--- src/rtl/freq_readback_regbank_if.sv ---
// freq_readback_regbank_if: MCU parallel read bus between the bus master and the read-back register bank
interface freq_readback_regbank_if;
   logic        cs;
   logic        rd;
   logic [15:0] addr;
   logic [15:0] rd_data;
   logic        rd_valid;
   logic        irq;
   modport master (output cs, rd, addr, input rd_data, rd_valid, irq);
   modport slave  (input cs, rd, addr, output rd_data, rd_valid, irq);
endinterface

--- src/rtl/freq_readback_regbank.sv ---
// freq_readback_regbank: per-channel result capture with tear-free 16-bit MCU read-back, new/overrun flags and IRQ
module freq_readback_regbank #(
   parameter int          NUM_CH      = 4,
   parameter int          DATA_W      = 32,
   parameter logic [15:0] BASE_ADDR   = 16'h0002,
   parameter int          SYNC_STAGES = 2
) (
   input  logic                     i_clk,
   input  logic                     i_rst,
   freq_readback_regbank_if.slave   bus,
   input  logic [NUM_CH*DATA_W-1:0] i_ch_data,
   input  logic [NUM_CH-1:0]        i_ch_valid
);
   logic [SYNC_STAGES-1:0] r_cs_sync;
   logic [SYNC_STAGES-1:0] r_rd_sync;
   logic                   r_act;
   logic                   r_act_d;
   logic [DATA_W-1:0]      r_cap [NUM_CH];
   logic [15:0]            r_snap [NUM_CH];
   logic [NUM_CH-1:0]      r_lock;
   logic [NUM_CH-1:0]      r_new;
   logic [NUM_CH-1:0]      r_ovr;
   logic [15:0]            r_rd_data;
   logic                   r_rd_valid;
   logic                   r_irq;
   logic                   w_evt;
   logic                   w_ovr_rd;
   logic [15:0]            w_off;
   logic [15:0]            w_rdata;
   logic [31:0]            w_ext;
   logic [NUM_CH-1:0]      w_hi_rd;
   logic [NUM_CH-1:0]      w_lo_rd;
   assign w_evt    = r_act & ~r_act_d;
   assign w_off    = bus.addr - BASE_ADDR;
   assign w_ovr_rd = w_evt & (w_off == 16'(2*NUM_CH+1));
   always_comb begin
      w_rdata = '0;
      w_ext   = '0;
      w_hi_rd = '0;
      w_lo_rd = '0;
      for (int k = 0; k < NUM_CH; k++) begin
         w_ext      = 32'(r_cap[k]);
         w_hi_rd[k] = w_evt & (w_off == 16'(2*k));
         w_lo_rd[k] = w_evt & (w_off == 16'(2*k+1));
         w_rdata    = (w_off == 16'(2*k))   ? w_ext[31:16] :
                      (w_off == 16'(2*k+1)) ? (r_lock[k] ? r_snap[k] : w_ext[15:0]) : w_rdata;
      end
      w_rdata = (w_off == 16'(2*NUM_CH))   ? 16'(r_new) :
                (w_off == 16'(2*NUM_CH+1)) ? 16'(r_ovr) : w_rdata;
   end
   always_ff @(posedge i_clk or posedge i_rst) begin
      if (i_rst) begin
         r_cs_sync  <= '1;
         r_rd_sync  <= '0;
         r_act      <= 1'b0;
         r_act_d    <= 1'b0;
         r_lock     <= '0;
         r_new      <= '0;
         r_ovr      <= '0;
         r_rd_data  <= '0;
         r_rd_valid <= 1'b0;
         r_irq      <= 1'b0;
         for (int k = 0; k < NUM_CH; k++) begin
            r_cap[k]  <= '0;
            r_snap[k] <= '0;
         end
      end else begin
         r_cs_sync  <= {r_cs_sync[SYNC_STAGES-2:0], bus.cs};
         r_rd_sync  <= {r_rd_sync[SYNC_STAGES-2:0], bus.rd};
         r_act      <= ~r_cs_sync[SYNC_STAGES-1] & r_rd_sync[SYNC_STAGES-1];
         r_act_d    <= r_act;
         r_rd_valid <= w_evt;
         r_irq      <= |r_new;
         if (w_evt) r_rd_data <= w_rdata;
         for (int k = 0; k < NUM_CH; k++) begin
            if (i_ch_valid[k]) r_cap[k] <= i_ch_data[k*DATA_W +: DATA_W];
            if (w_hi_rd[k]) r_snap[k] <= r_cap[k][15:0];
            r_lock[k] <= w_hi_rd[k] | (r_lock[k] & ~w_lo_rd[k]);
            r_new[k]  <= i_ch_valid[k] | (r_new[k] & ~w_lo_rd[k]);
            r_ovr[k]  <= (i_ch_valid[k] & r_new[k] & ~w_lo_rd[k]) | (r_ovr[k] & ~w_ovr_rd);
         end
      end
   end
   assign bus.rd_data  = r_rd_data;
   assign bus.rd_valid = r_rd_valid;
   assign bus.irq      = r_irq;
endmodule

--- src/flat_wrapper.sv ---
// flat-port wrapper written by rule: the top's interface ports become plain ports
module freq_readback_regbank_flat 
#(
   parameter int          NUM_CH      = 4,
   parameter int          DATA_W      = 32,
   parameter logic [15:0] BASE_ADDR   = 16'h0002,
   parameter int          SYNC_STAGES = 2
)
  (i_clk, i_rst, i_ch_data, i_ch_valid, bus_cs, bus_rd, bus_addr, bus_rd_data, bus_rd_valid, bus_irq);
  freq_readback_regbank_if bus_i ();
  input  logic i_clk;
  input  logic i_rst;
  input  logic [NUM_CH*DATA_W-1:0] i_ch_data;
  input  logic [NUM_CH-1:0] i_ch_valid;
  input wire logic [$bits(bus_i.cs)-1:0] bus_cs;
  input wire logic [$bits(bus_i.rd)-1:0] bus_rd;
  input wire logic [$bits(bus_i.addr)-1:0] bus_addr;
  output wire logic [$bits(bus_i.rd_data)-1:0] bus_rd_data;
  output wire logic [$bits(bus_i.rd_valid)-1:0] bus_rd_valid;
  output wire logic [$bits(bus_i.irq)-1:0] bus_irq;
  assign bus_i.cs = bus_cs;
  assign bus_i.rd = bus_rd;
  assign bus_i.addr = bus_addr;
  assign bus_rd_data = bus_i.rd_data;
  assign bus_rd_valid = bus_i.rd_valid;
  assign bus_irq = bus_i.irq;
  freq_readback_regbank #(.NUM_CH(NUM_CH), .DATA_W(DATA_W), .BASE_ADDR(BASE_ADDR), .SYNC_STAGES(SYNC_STAGES)) u_core (.i_clk(i_clk), .i_rst(i_rst), .bus(bus_i), .i_ch_data(i_ch_data), .i_ch_valid(i_ch_valid));
endmodule
--- config.mk ---
export PLATFORM = sky130hd
export DESIGN_NAME = freq_readback_regbank_flat
export DESIGN_NICKNAME = d
export VERILOG_FILES = /design/src/rtl/freq_readback_regbank_if.sv /design/src/rtl/freq_readback_regbank.sv /design/src/flat_wrapper.sv
export SDC_FILE = /design/constraint.sdc
export NUM_CORES = 1
export LEC_CHECK = 0
export ABC_AREA = 1
export BUFFER_PORTS_ARGS = -buffer_cell sky130_fd_sc_hd__buf_2
export CAP_MARGIN = 20
export CORE_AREA = 2 2 156 142
export DETAILED_ROUTE_END_ITERATION = 16
export DIE_AREA = 0 0 158 144
export PLACE_DENSITY = 0.78
export SETUP_SLACK_MARGIN = 0.1
export SYNTH_ARGS = -nofsm -noshare
export SYNTH_HDL_FRONTEND = slang
export SYNTH_SLANG_ARGS = --single-unit
--- constraint.sdc ---
create_clock -name i_clk -period 8.75 [get_ports i_clk]
set_clock_uncertainty 0.05 [all_clocks]
set_input_delay 2.1875 -clock i_clk [delete_from_list [all_inputs] [get_ports i_clk]]
set_output_delay 2.1875 -clock i_clk [all_outputs]
set_load 0.03 [all_outputs]
# Yosys cells after proc, flatten, opt, wreduce, memory -nomap -nowiden
# Index checks and enable logic that the tools add are counted.
# totals
regBits,228
input_bits,152
output_inout_bits,18
elab_cells,94
# classes
addsub,1
n_eq_ne,9
n_mux,14
bitwise,50
reduce_logical,2
# op_table
operator,count
two-way mux 16 bit,14
equality test 16 x 3 -> 1 bit (second input constant),4
equality test 16 x 2 -> 1 bit (second input constant),2
equality test 16 x 4 -> 1 bit (second input constant),2
AND 1 bit,31
equality test 16 x 1 -> 1 bit (second input constant),1
logical NOT 16 bit,1
subtractor 16 x 2 -> 16 bit (second input constant),1
bitwise OR 1 bit,12
NOT 1 bit,7
OR reduction 4 bit,1

# Logic depth before layout (Yosys ltp)
# Gate-level depths: netlist of the first run.
# logic_depth
ltp_word,12
ltp_mapped,20
ltp_nobuf,19

# Worst setup path after synthesis of the first run
# Ideal clock, no wire load.
# synth_timing
path_kind,in2reg
startpoint,input bus_addr[1]
endpoint,register u_core.r_rd_data[5] (netlist: u_core.bus.rd_data[5])
setup_time_ps,120
arrival_ps,3981
required_time_ps,8580
path_slack_ps,4599
path_stages,17
path_buffers,2
cell_sequence,inv_4 -> ha_1 -> nand2_1 -> nor2_2 -> nand2_1 -> nand2_1 -> nand2_1 -> nor2_1 -> nand3b_1 -> nor2_4 -> buf_4 -> nand2_2 -> o211ai_1 -> buf_2 -> a21oi_1 -> o21ai_1 -> nand2_1
# synth_between
elab_chain_cells,12
word_cells_on_any_way,21
classes_between,add/sub: 1; eq/ne: 9; mux: 10; reduce/logical: 1
# synth_rtl
element,line_no,text
start: declaration,flat_wrapper.sv:17,input wire logic [$bits(bus_i.addr)-1:0] bus_addr;
subtractor 16 x 2 -> 16 bit (*),freq_readback_regbank.sv:34,assign w_off = bus.addr - BASE_ADDR;
equality test 16 x 1 -> 1 bit,freq_readback_regbank.sv:46,(w_off == 16'(2*k+1)) ? (r_lock[k] ? r_snap[k] : w_ext[15:0]) : w_rdata;
two-way mux 16 bit,freq_readback_regbank.sv:46,
two-way mux 16 bit,freq_readback_regbank.sv:45,w_rdata = (w_off == 16'(2*k)) ? w_ext[31:16] :
two-way mux 16 bit,freq_readback_regbank.sv:46,
two-way mux 16 bit,freq_readback_regbank.sv:45,
two-way mux 16 bit,freq_readback_regbank.sv:46,
two-way mux 16 bit,freq_readback_regbank.sv:45,
two-way mux 16 bit,freq_readback_regbank.sv:46,
two-way mux 16 bit,freq_readback_regbank.sv:45,
two-way mux 16 bit,freq_readback_regbank.sv:49,(w_off == 16'(2*NUM_CH+1)) ? 16'(r_ovr) : w_rdata;
two-way mux 16 bit (*),freq_readback_regbank.sv:48,w_rdata = (w_off == 16'(2*NUM_CH)) ? 16'(r_new) :
end signal: assignment,freq_readback_regbank.sv:74,if (w_evt) r_rd_data <= w_rdata;
end: declaration,freq_readback_regbank.sv:23,logic [15:0] r_rd_data;
# Every way passes the cells marked *; elsewhere a longest branch is shown, timed or not.
# A chain may end at the register's enable or synchronous reset.

# Worst setup path after layout of the first run
# layout_timing
startpoint,input bus_addr[1]
endpoint,register u_core.r_snap[58] in the netlist's numbering
# layout_between
elab_chain_cells,3
# layout_rtl
element,line_no,text
subtractor 16 x 2 -> 16 bit,freq_readback_regbank.sv:34,
logical NOT 16 bit,freq_readback_regbank.sv:43,w_hi_rd[k] = w_evt & (w_off == 16'(2*k));
AND 1 bit,freq_readback_regbank.sv:43,
end signal: indexed assignment,freq_readback_regbank.sv:77,if (w_hi_rd[k]) r_snap[k] <= r_cap[k][15:0];
end: declaration,freq_readback_regbank.sv:19,logic [15:0] r_snap [NUM_CH];
# Every way passes these cells.

==> flow_summary_export.csv, run 1 <==
group,metric,value,unit
status,status,"finished, final reports clean",
detailed_routing,routed-via-count,9542,
global_route,antenna_found_initial,0,
synth,ys_warn_count,0,
floorplanning,ios,170,
clocking,clock_path_buffers,3,
pwr,powerDensity,189,nW/um2
detailed_routing,routed_wl,28900,um
sta,setup_viol,0,
sta,hold_viol_final,0,
synth,synth.distinct_cells,36,
clocking,path_clk_slew,60,ps
clocking,clock_sinks,228,
synth,syn-num-nets,1557,
place,place_inst,1797,
setup_path,crit_type,"in -> reg",
clocking,cts_htree_levels,1,
clocking,worstSkewPairLatency,520,ps
finish,seq_area,5710,um2
floorplanning,num_rows,51,
setup_path,path_max_fanout,33,
synth,ys_seq_area_frac,0.528,
sta,rsz0062_at_grt,"false",
clocking,cts_tree,"built",
global_route,grt_overflow_total,0,
synth,synth_commonest_cells,"567 x nand2_1, 226 x dfrtp_1, 157 x o21ai_0, 116 x inv_1, 62 x nor2_1",
pwr,ir_drop,0.000129,V
detailed_routing,via_per_inst,5.18,
detailed_routing,wl_per_cell,15.7,um
detailed_routing,ant_nets,0,
detailed_routing,drc,0,
sta,finalCriticalPeriod,5030,ps
setup_path,slowest_stage,"nor2_2",
synth,avgSynthCellArea,7.70,um2
sta,setup-tns-final,0,ps
synth,netlist_area,10800,um2
floorplanning,die_h,144,um
global_route,grtUsageTotal,0.257,
finish,drive_above_1_share,0.152,
clocking,cts_made_buffers,25,
synth,syn_inst,1404,
synth,yosysTopAreaCellShare,0.523,
synth,yosys.area.top_type,"dfrtp_1",
synth,synth_most_common_cell,"nand2_1",
pwr,fin_total_pwr,2.39,mW
synth,synthArstFlopShare,1.00,
finish,syn_to_final_growth,16.6,%
floorplanning,start_util,0.507,
clocking,cts_resized,0,
setup_path,critPathRequiredTime,9120,ps
sta,max_slew_margin,0.305,
synth,synth_edf_count,0,
setup_path,worstSetupStartpointType,"input pin",
setup_path,path_cells,"buf_2, inv_4, ha_1, nand2_1, inv_2, nand2_1, nand3_1, nor2_2, nand2_1, nor2_2, nor3b_1, nand2_1, o21ai_0",
sta,clock.fmax,199,MHz
synth,dominantRegCellSynth,"dfrtp_1",
place,hpwl,21000,um
synth,ys_seq_elements,228,
worst_hold_path,hold_path.class,"reg -> reg",
sta,drv_slew,0,
finish,instances_no_fill,1843,
synth,synth_area_leaders,"dfrtp_1 52%, nand2_1 20%, o21ai_0 7.3%",
setup_path,slowest_delay,600,ps
finish,nNetsFinal,1687,
detailed_routing,drt_iter0_drc,996,
floorplanning,die_w,158,um
place,portBuffers,169,
setup_path,crit_top_cell,"nand2_1",
setup_path,endpoint_kind,"flip-flop",
global_route,grt_start_max_net_pins,158,
setup_path,path_buf_inv,3,
clocking,cts_hold_buf,0,
global_route,grt_pass1_vias,8880,
place,gp_congestion,0.991,
finish,fillers,1967,
setup_path,arrival,5390,ps
run,maxCapViolCount,0,
floorplanning,dieArea,22800,um2
global_route,grt_pass1_wl,45700,um
pwr,p_leak,6.45,nW
sta,hold-worst-slack,302,ps
finish,multiInputGateArea,4340,um2
finish,n_antenna_cell,0,
clocking,cts_root_buf,"clkbuf_16",
sta,period_share,0.574,
detailed_routing,drtPass1Iterations,5,
clocking,postCtsSetupRepairBufs,0,
floorplanning,fp.coreArea,21300,um2
setup_path,cpLargestDelayFamily,"simple AND/OR/NAND/NOR gates",
sta,worst_pin_slew,1040,ps
worst paths after layout:
kind / from / endpoint / slack [ps] / cells after the start
max in group asynchronous: i_rst / u_core.r_cap[62] / 5340 / 4
worst min-delay path: u_core.r_rd_sync[0] / u_core.r_rd_sync[1] / 300 / 0
worst max register to register: u_core.r_lock[0] / u_core.bus.rd_data[2] / 6360 / 9
worst max-delay path: bus_addr[1] / u_core.r_snap[58] / 3720 / 13
worst min register to register: u_core.r_rd_sync[0] / u_core.r_rd_sync[1] / 300 / 0
min in group asynchronous: i_rst / u_core.r_cap[126] / 1560 / 2
per-layer routing:
layer  part of all wire  vias to the layer above  track usage
met4              0.028                        0       0.0711
met2               0.42                      382        0.378
met3              0.085                       62       0.0608
met1               0.47                     4375        0.384
li1                   -                     4723            -
met5                  0                        -            0
cell type report:
class / instances / share of cell area
Sequential cell: 228 / 0.453
Multi-Input combinational cell: 983 / 0.344
Timing Repair Buffer: 174 / 0.0717
Clock buffer: 35 / 0.0558
Inverter: 122 / 0.0371
Tap cell: 291 / 0.0289
Clock inverter: 10 / 0.00953
power breakdown:
| part | switching, mW | internal [mW] | leakage [nW] | total (mW) |
|---|---|---|---|---|
| clock | 0.429 | 0.623 | 0.398 | 1.05 |
| combinational | 0.140 | 0.0628 | 3.16 | 0.202 |
| sequential | 0.0231 | 1.11 | 2.89 | 1.13 |
through the flow:
stage | setup slack, ps | utilization | cell area, um2
2_1_floorplan | 268 | - | 10800
3_3_place_gp | 3320 | 0.552 | 11800
3_5_place_dp | 3170 | 0.552 | 11800
4_1_cts | 3730 | 0.590 | 12600
5_1_grt | 3290 | 0.591 | 12600
6_report | 3720 | 0.591 | 12600
registers in the layout, summed over array words and instances, names as in the netlist:
| register | flops |
|---|---|
| u_core.r_new | 4 |
| u_core.bus.rd_data | 16 |
| u_core.r_rd_sync | 2 |
| u_core.r_act_d | 1 |
| u_core.w_ext | 32 |
| u_core.r_cs_sync | 2 |
| u_core.bus.irq | 1 |
| u_core.bus.rd_valid | 1 |
| u_core.r_act | 1 |
| u_core.r_lock | 4 |
| u_core.r_snap | 64 |
| u_core.r_cap | 96 |
| u_core.r_ovr | 4 |
cells by family (layout without fill, tap and decap cells):
logic type / Yosys count / in the layout / synth area share
flops: 228 / 228 / 0.528
buf+inv: 193 / 341 / 0.0708
xor+xnor: 3 / 3 / 0.00243
simple gates: 742 / 742 / 0.284
fa+ha+maj: 1 / 1 / 0.00116
compound gates: 237 / 237 / 0.113
cells in the final DEF, fill, tap and decap left out, types with 3 or more instances in the layout:
cell	n
nand3b_1	6
buf_2	169
and2_1	4
clkbuf_1	6
a211oi_1	4
nor2_1	62
inv_1	115
inv_6	3
nor2_2	6
clkinv_1	4
nand3_1	48
o21ai_1	43
buf_4	4
clkbuf_8	4
o21ai_0	157
nand4_1	30
dfrtp_1	226
nor3_4	3
nand2_1	567
nor3_1	3
o211ai_1	10
nand2_2	5
a21oi_1	22
clkbuf_16	25
No activity file was read; power rests on OpenSTA's default activity.
==> run 2, diff against run 1 <==
==> constraint.sdc (replaced) <==
create_clock -name i_clk -period 4.25 [get_ports i_clk]
set_clock_uncertainty 0.05 [all_clocks]
set_input_delay 1.0625 -clock i_clk [delete_from_list [all_inputs] [get_ports i_clk]]
set_output_delay 1.0625 -clock i_clk [all_outputs]
set_load 0.03 [all_outputs]
==> run 2 against run 1 <==
Combinational power grew 110%. Critical endpoint is now u_core.r_snap[43]. Global-route usage increased by 0.72 points. Register-to-register slack got worse by 4400 ps. First-iteration DRC count is 13% higher. Wire length up 3.7%. Sequential share of layout area decreased by 0.33 points.
==> flow_summary_export.csv, run 2 (synthesis gave the netlist of run 1 again) <==
group,metric,value,unit
floorplanning,dieArea,22800,um2
clocking,clock_sinks,228,
finish,final_cell_area,12700,um2
finish,fillers,1955,
pwr,ir_drop,0.000205,V
finish,largest_register,"u_core.r_cap",
worst_hold_path,hp-start,"u_core.r_rd_sync[0]",
global_route,grt_overflow_total,0,
place,dpl-instance-area,11900,um2
sta,setup_viol,0,
global_route,grtUsageMet1,0.405,
setup_path,arrival,3770,ps
clocking,worstSkewPairLatency,530,ps
clocking,cts_root_buf,"clkbuf_16",
global_route,antenna_found_initial,1,
setup_path,worstRegToRegCells,7,
finish,mostFrequentLayoutCell,"nand2_1",
setup_path,critPathRequiredTime,4580,ps
global_route,grt_pass1_wl,46900,um
floorplanning,die_w,158,um
global_route,gr-max-usage-layer,"met1",
floorplanning,num_rows,51,
setup_path,worstSetupStartpoint,"bus_addr[1]",
setup_path,slowest_delay,440,ps
clocking,clock_path_buffers,3,
place,gp_congestion,0.984,
global_route,grt_start_max_net_pins,79,
global_route,use_met2,0.378,
worst_hold_path,min_to,"u_core.r_rd_sync[1]",
setup_path,path_max_fanout,33,
run,maxCapViolCount,0,
sta,clock.fmax,291,MHz
setup_path,endpoint_kind,"flip-flop",
detailed_routing,drtPass1Iterations,5,
detailed_routing,routed-via-count,9836,
detailed_routing,routed_wl,30000,um
place,hpwl,21900,um
clocking,path_clk_slew,60,ps
setup_path,crit_type,"in -> reg",
place,portBuffers,169,
global_route,use_met3,0.0429,
sta,period_share,0.809,
floorplanning,die_h,144,um
floorplanning,start_util,0.507,
detailed_routing,drc,0,
sta,setup-tns-final,0,ps
pwr,p_leak,6.51,nW
global_route,grtUsageTotal,0.265,
detailed_routing,ant_nets,0,
finish,drive_above_1_share,0.160,
setup_path,crit_top_cell,"nand2_1",
sta,worst_pin_slew,942,ps
sta,hold_viol_final,0,
sta,finalWorstSetupSlack,811,ps
detailed_routing,wl_per_cell,16.2,um
status,status,"finished, final reports clean",
finish,mostFrequentLayoutCells,"567 x nand2_1, 226 x dfrtp_1, 169 x buf_2, 157 x o21ai_0, 115 x inv_1",
clocking,postCtsSetupRepairBufs,0,
clocking,cts_made_buffers,25,
detailed_routing,via_per_inst,5.30,
global_route,grt_pass1_vias,8993,
sta,drv_slew,0,
clocking,cts_resized,0,
setup_path,r2r_setup_slack,1970,ps
worst_hold_path,hold_path_depth,0,
setup_path,r2r-start,"u_core.r_lock[1]",
setup_path,path_cells,"buf_2, inv_4, ha_1, nand2_1, nor2_2, nand2_1, nand2_1, nand2_1, nor2_1, nand2_2, nor2_2, and2_1, nand2_2, nand2_1, o21ai_1",
place,dp_slack,318,ps
clocking,cts_htree_levels,1,
detailed_routing,drt_iter0_drc,1122,
clocking,cts_hold_buf,0,
sta,rsz0062_at_grt,"false",
setup_path,slowest_stage,"nor2_2",
finish,largest_reg_flops,96,
floorplanning,ios,170,
worst_hold_path,hold_path.class,"reg -> reg",
clocking,cts_tree,"built",
setup_path,r2r-end,"u_core.bus.rd_data[7]",
floorplanning,fp.coreArea,21300,um2
setup_path,worstSetupStartpointType,"input pin",
finish,nNetsFinal,1700,
sta,finalCriticalPeriod,3440,ps
sta,max_slew_margin,0.372,
pwr,powerDensity,385,nW/um2
finish,syn_to_final_growth,17.4,%
[run 2: cell type report]
cell class              count  area, um2  area share
repair buffers            187       1020      0.0802
diodes                      1       2.50    0.000197
clock buffers              31        668      0.0526
flip-flops and latches    228       5710       0.450
multi-input cells         983       4340       0.342
clock inverters            13        131      0.0103
well taps                 291        364      0.0287
inverters                 122        464      0.0366
[run 2: how the worst max path moves through the flow]
stage / end / slack (ps) / cells past startpoint
final: u_core.r_snap[43] / 810 / 15
after global routing: u_core.r_snap[45] / 490 / 15
after floorplan: u_core.bus.irq / 160 / 1
after detailed placement: u_core.bus.rd_data[13] / 320 / 17
after CTS: u_core.bus.rd_data[13] / 850 / 17
after global placement: u_core.bus.rd_data[13] / 300 / 17
[run 2: power by group]
part | leakage, nW | internal [mW] | switching [mW]
clock network | 0.392 | 1.24 | 0.881
registers | 2.89 | 2.28 | 0.0490
logic | 3.22 | 0.134 | 0.297
total | 6.51 | 3.66 | 1.23
[run 2: worst max-delay path: cells and delay by family]
kind,cells,cell delay [ps]
buffers and inverters,2,240
AO/OA/AOI/OAI,1,100
AND/OR/NAND/NOR,11,2120
adder cells (fa/ha/maj),1,230
[run 2: routing by layer]
metal / routed length, um / part of all wire
met2: 12500 / 0.42
met3: 2810 / 0.094
met1: 13700 / 0.46
met5: 0 / 0
met4: 1030 / 0.034
[run 2: through the flow]
| stage | cells | hold slack, ps | utilization | power [mW] |
|---|---|---|---|---|
| after floorplan | 1404 | 281 | - | 2.60 |
| after global placement | 1811 | 284 | 0.558 | 2.78 |
| after detailed placement | 1811 | 285 | 0.558 | 2.79 |
| after CTS | 1855 | 298 | 0.596 | 4.91 |
| after global routing | 1856 | 316 | 0.596 | 5.07 |
| final | 1856 | 298 | 0.596 | 4.88 |
==> run 3, diff against run 2 <==
--- a/config.mk
+++ b/config.mk
@@ -8,10 +8,10 @@
 export ABC_AREA = 1
 export BUFFER_PORTS_ARGS = -buffer_cell sky130_fd_sc_hd__buf_2
 export CAP_MARGIN = 20
-export CORE_AREA = 2 2 156 142
+export CORE_AREA = 2 2 149 136
 export DETAILED_ROUTE_END_ITERATION = 16
-export DIE_AREA = 0 0 158 144
-export PLACE_DENSITY = 0.78
+export DIE_AREA = 0 0 151 138
+export PLACE_DENSITY = 0.81
 export SETUP_SLACK_MARGIN = 0.1
 export SYNTH_ARGS = -nofsm -noshare
 export SYNTH_HDL_FRONTEND = slang
==> constraint.sdc (replaced) <==
create_clock -name i_clk -period 3.5 [get_ports i_clk]
set_clock_uncertainty 0.05 [all_clocks]
set_input_delay 0.875 -clock i_clk [delete_from_list [all_inputs] [get_ports i_clk]]
set_output_delay 0.875 -clock i_clk [all_outputs]
set_load 0.03 [all_outputs]
==> run 3 against run 2 <==
Power increased by 20%. Wire length is 2.7% lower. Sequential cell count stayed put. Highest routed layer is now met5.
==> flow_summary_export.csv, run 3 (synthesis gave the netlist of run 1 again) <==
group,metric,value,unit
finish,syn_to_final_growth,17.7,%
setup_path,slowest_delay,380,ps
sta,drv_slew,0,
finish,fillers,1682,
setup_path,path_max_fanout,5,
place,dp_slack,145,ps
sta,setup_viol,0,
clocking,cts_resized,0,
setup_path,path_depth,14,
pwr,pwr-share-seq,0.482,
setup_path,cpLargestDelayFamily,"simple AND/OR/NAND/NOR gates",
status,status,"finished, final reports clean",
setup_path,path_buf_inv,4,
finish,n_antenna_cell,0,
detailed_routing,drt_iter0_drc,891,
floorplanning,die_h,138,um
finish,mostFrequentLayoutCell,"nand2_1",
finish,largest_register,"u_core.r_cap",
setup_path,worstSetupStartpointType,"input pin",
finish,drive_above_1_share,0.168,
clocking,cts_root_buf,"clkbuf_16",
sta,hold-worst-slack,306,ps
setup_path,r2r-end,"u_core.bus.rd_data[2]",
clocking,clock_path_buffers,3,
setup_path,slowest_stage,"a211oi_1",
setup_path,critPathCapture,"u_core.bus.rd_data[3]",
pwr,comb_power_share,0.088,
setup_path,r2r_setup_slack,1150,ps
detailed_routing,routed-via-count,9669,
setup_path,critPathRequiredTime,3910,ps
setup_path,r2r-start,"u_core.r_lock[1]",
sta,max_slew_margin,0.407,
sta,worst_pin_slew,889,ps
run,maxCapViolCount,0,
clocking,cts_htree_levels,1,
worst_hold_path,hold_path.class,"reg -> reg",
pwr,p_sw,1.47,mW
sta,finalWorstSetupSlack,535,ps
global_route,antenna_found_initial,1,
floorplanning,num_rows,49,
clocking,path_clk_slew,60,ps
pwr,p_int,4.40,mW
clocking,cts_made_buffers,23,
clocking,worstSkewPairLatency,530,ps
global_route,grt_pass1_wl,46900,um
setup_path,crit_top_cell,"nand2_1",
setup_path,arrival,3370,ps
pwr,clkPwrFrac,0.430,
sta,period_share,0.847,
place,gp_congestion,0.942,
floorplanning,fp.coreArea,19500,um2
setup_path,path_cells,"buf_2, inv_4, ha_1, xnor2_1, inv_1, nor2_1, inv_1, nor4_2, nand2_1, a211oi_1, nor2_1, nand4_1, nand2_1, nand2_1",
detailed_routing,routed_wl,29200,um
finish,nNetsFinal,1711,
sta,hold_viol_final,0,
global_route,grtUsageTotal,0.285,
detailed_routing,drtPass1Iterations,8,
global_route,grt_start_max_net_pins,142,
floorplanning,dieArea,20800,um2
detailed_routing,ant_nets,0,
global_route,grt_overflow_total,0,
setup_path,worstSetupStartpoint,"bus_addr[1]",
pwr,powerDensity,461,nW/um2
sta,clock.fmax,337,MHz
pwr,p_leak,6.56,nW
detailed_routing,wl_per_cell,15.9,um
sta,setup-tns-final,0,ps
floorplanning,die_w,151,um
sta,rsz0062_at_grt,"false",
floorplanning,ios,170,
global_route,grt_pass1_vias,9286,
finish,mostFrequentLayoutCells,"567 x nand2_1, 226 x dfrtp_1, 169 x buf_2, 157 x o21ai_0, 115 x inv_1",
pwr,ir_drop,0.000430,V
setup_path,worstRegToRegCells,9,
pwr,p_sw_frac,0.251,
detailed_routing,drc,0,
clocking,clock_sinks,228,
clocking,postCtsSetupRepairBufs,0,
place,hpwl,21700,um
clocking,cts_tree,"built",
finish,final_core_util,0.653,
clocking,cts_hold_buf,0,
finish,largest_reg_flops,96,
setup_path,crit_type,"in -> reg",
setup_path,endpoint_kind,"flip-flop",
floorplanning,start_util,0.555,
detailed_routing,via_per_inst,5.28,
place,portBuffers,169,
sta,finalCriticalPeriod,2970,ps
## run 3: cell types whose count changed in the layout (fill, tap and decap cells not counted), sizes merged
cell and delta:
buf +13, clkbuf +1, bufinv -1, diode -1, inv -1, clkinv -1
## run 3: area by class of cell
class | count | area (um2) | share of cell area
sequential | 228 | 5710 | 0.449
multi-input combinational | 983 | 4340 | 0.341
timing repair buffer | 200 | 1100 | 0.0867
clock buffer | 32 | 689 | 0.0542
inverter | 122 | 464 | 0.0365
tap | 255 | 319 | 0.0251
clock inverter | 10 | 98.8 | 0.00777
## run 3: power groups by stage
stage               Sequential, mW  Clock, mW  Combinational [mW]
floorplan                     2.86          0               0.293
global placement              2.87          0               0.499
detailed placement            2.88          0               0.512
CTS                           2.83       2.54               0.517
global route                  2.84       2.65               0.587
finish                        2.83       2.52               0.514
## run 3: how the worst min path moves through the flow
stage                              from                  end  slack (ps)  cells past startpoint
finish              u_core.r_rd_sync[0]  u_core.r_rd_sync[1]         310                      0
global route        u_core.r_cs_sync[0]  u_core.r_cs_sync[1]         320                      0
CTS                 u_core.r_cs_sync[0]  u_core.r_cs_sync[1]         310                      0
detailed placement  u_core.r_rd_sync[0]  u_core.r_rd_sync[1]         300                      0
global placement    u_core.r_rd_sync[0]  u_core.r_rd_sync[1]         280                      0
floorplan           u_core.r_rd_sync[0]  u_core.r_rd_sync[1]         280                      0
## run 3: worst reg2reg max path: cells and delay by family, from the launching register on
kind,cells,cell delay [ps]
simple gates,8,1030
flops,1,920
compound gates,1,240
## run 3: routing by layer
layer  share of wire  vias up  GRT usage
met1            0.45     4480      0.415
li1                -     4758          -
met5         0.00045        -          0
met4           0.034        2     0.0974
met3           0.076       67     0.0584
met2            0.44      362      0.430
## run 3: stage by stage
step | total power, mW | cell area (um2) | instances
floorplan | 3.15 | 10800 | 1404
global placement | 3.37 | 11900 | 1788
detailed placement | 3.39 | 11900 | 1788
CTS | 5.89 | 12700 | 1830
global route | 6.08 | 12700 | 1830
finish | 5.87 | 12700 | 1830
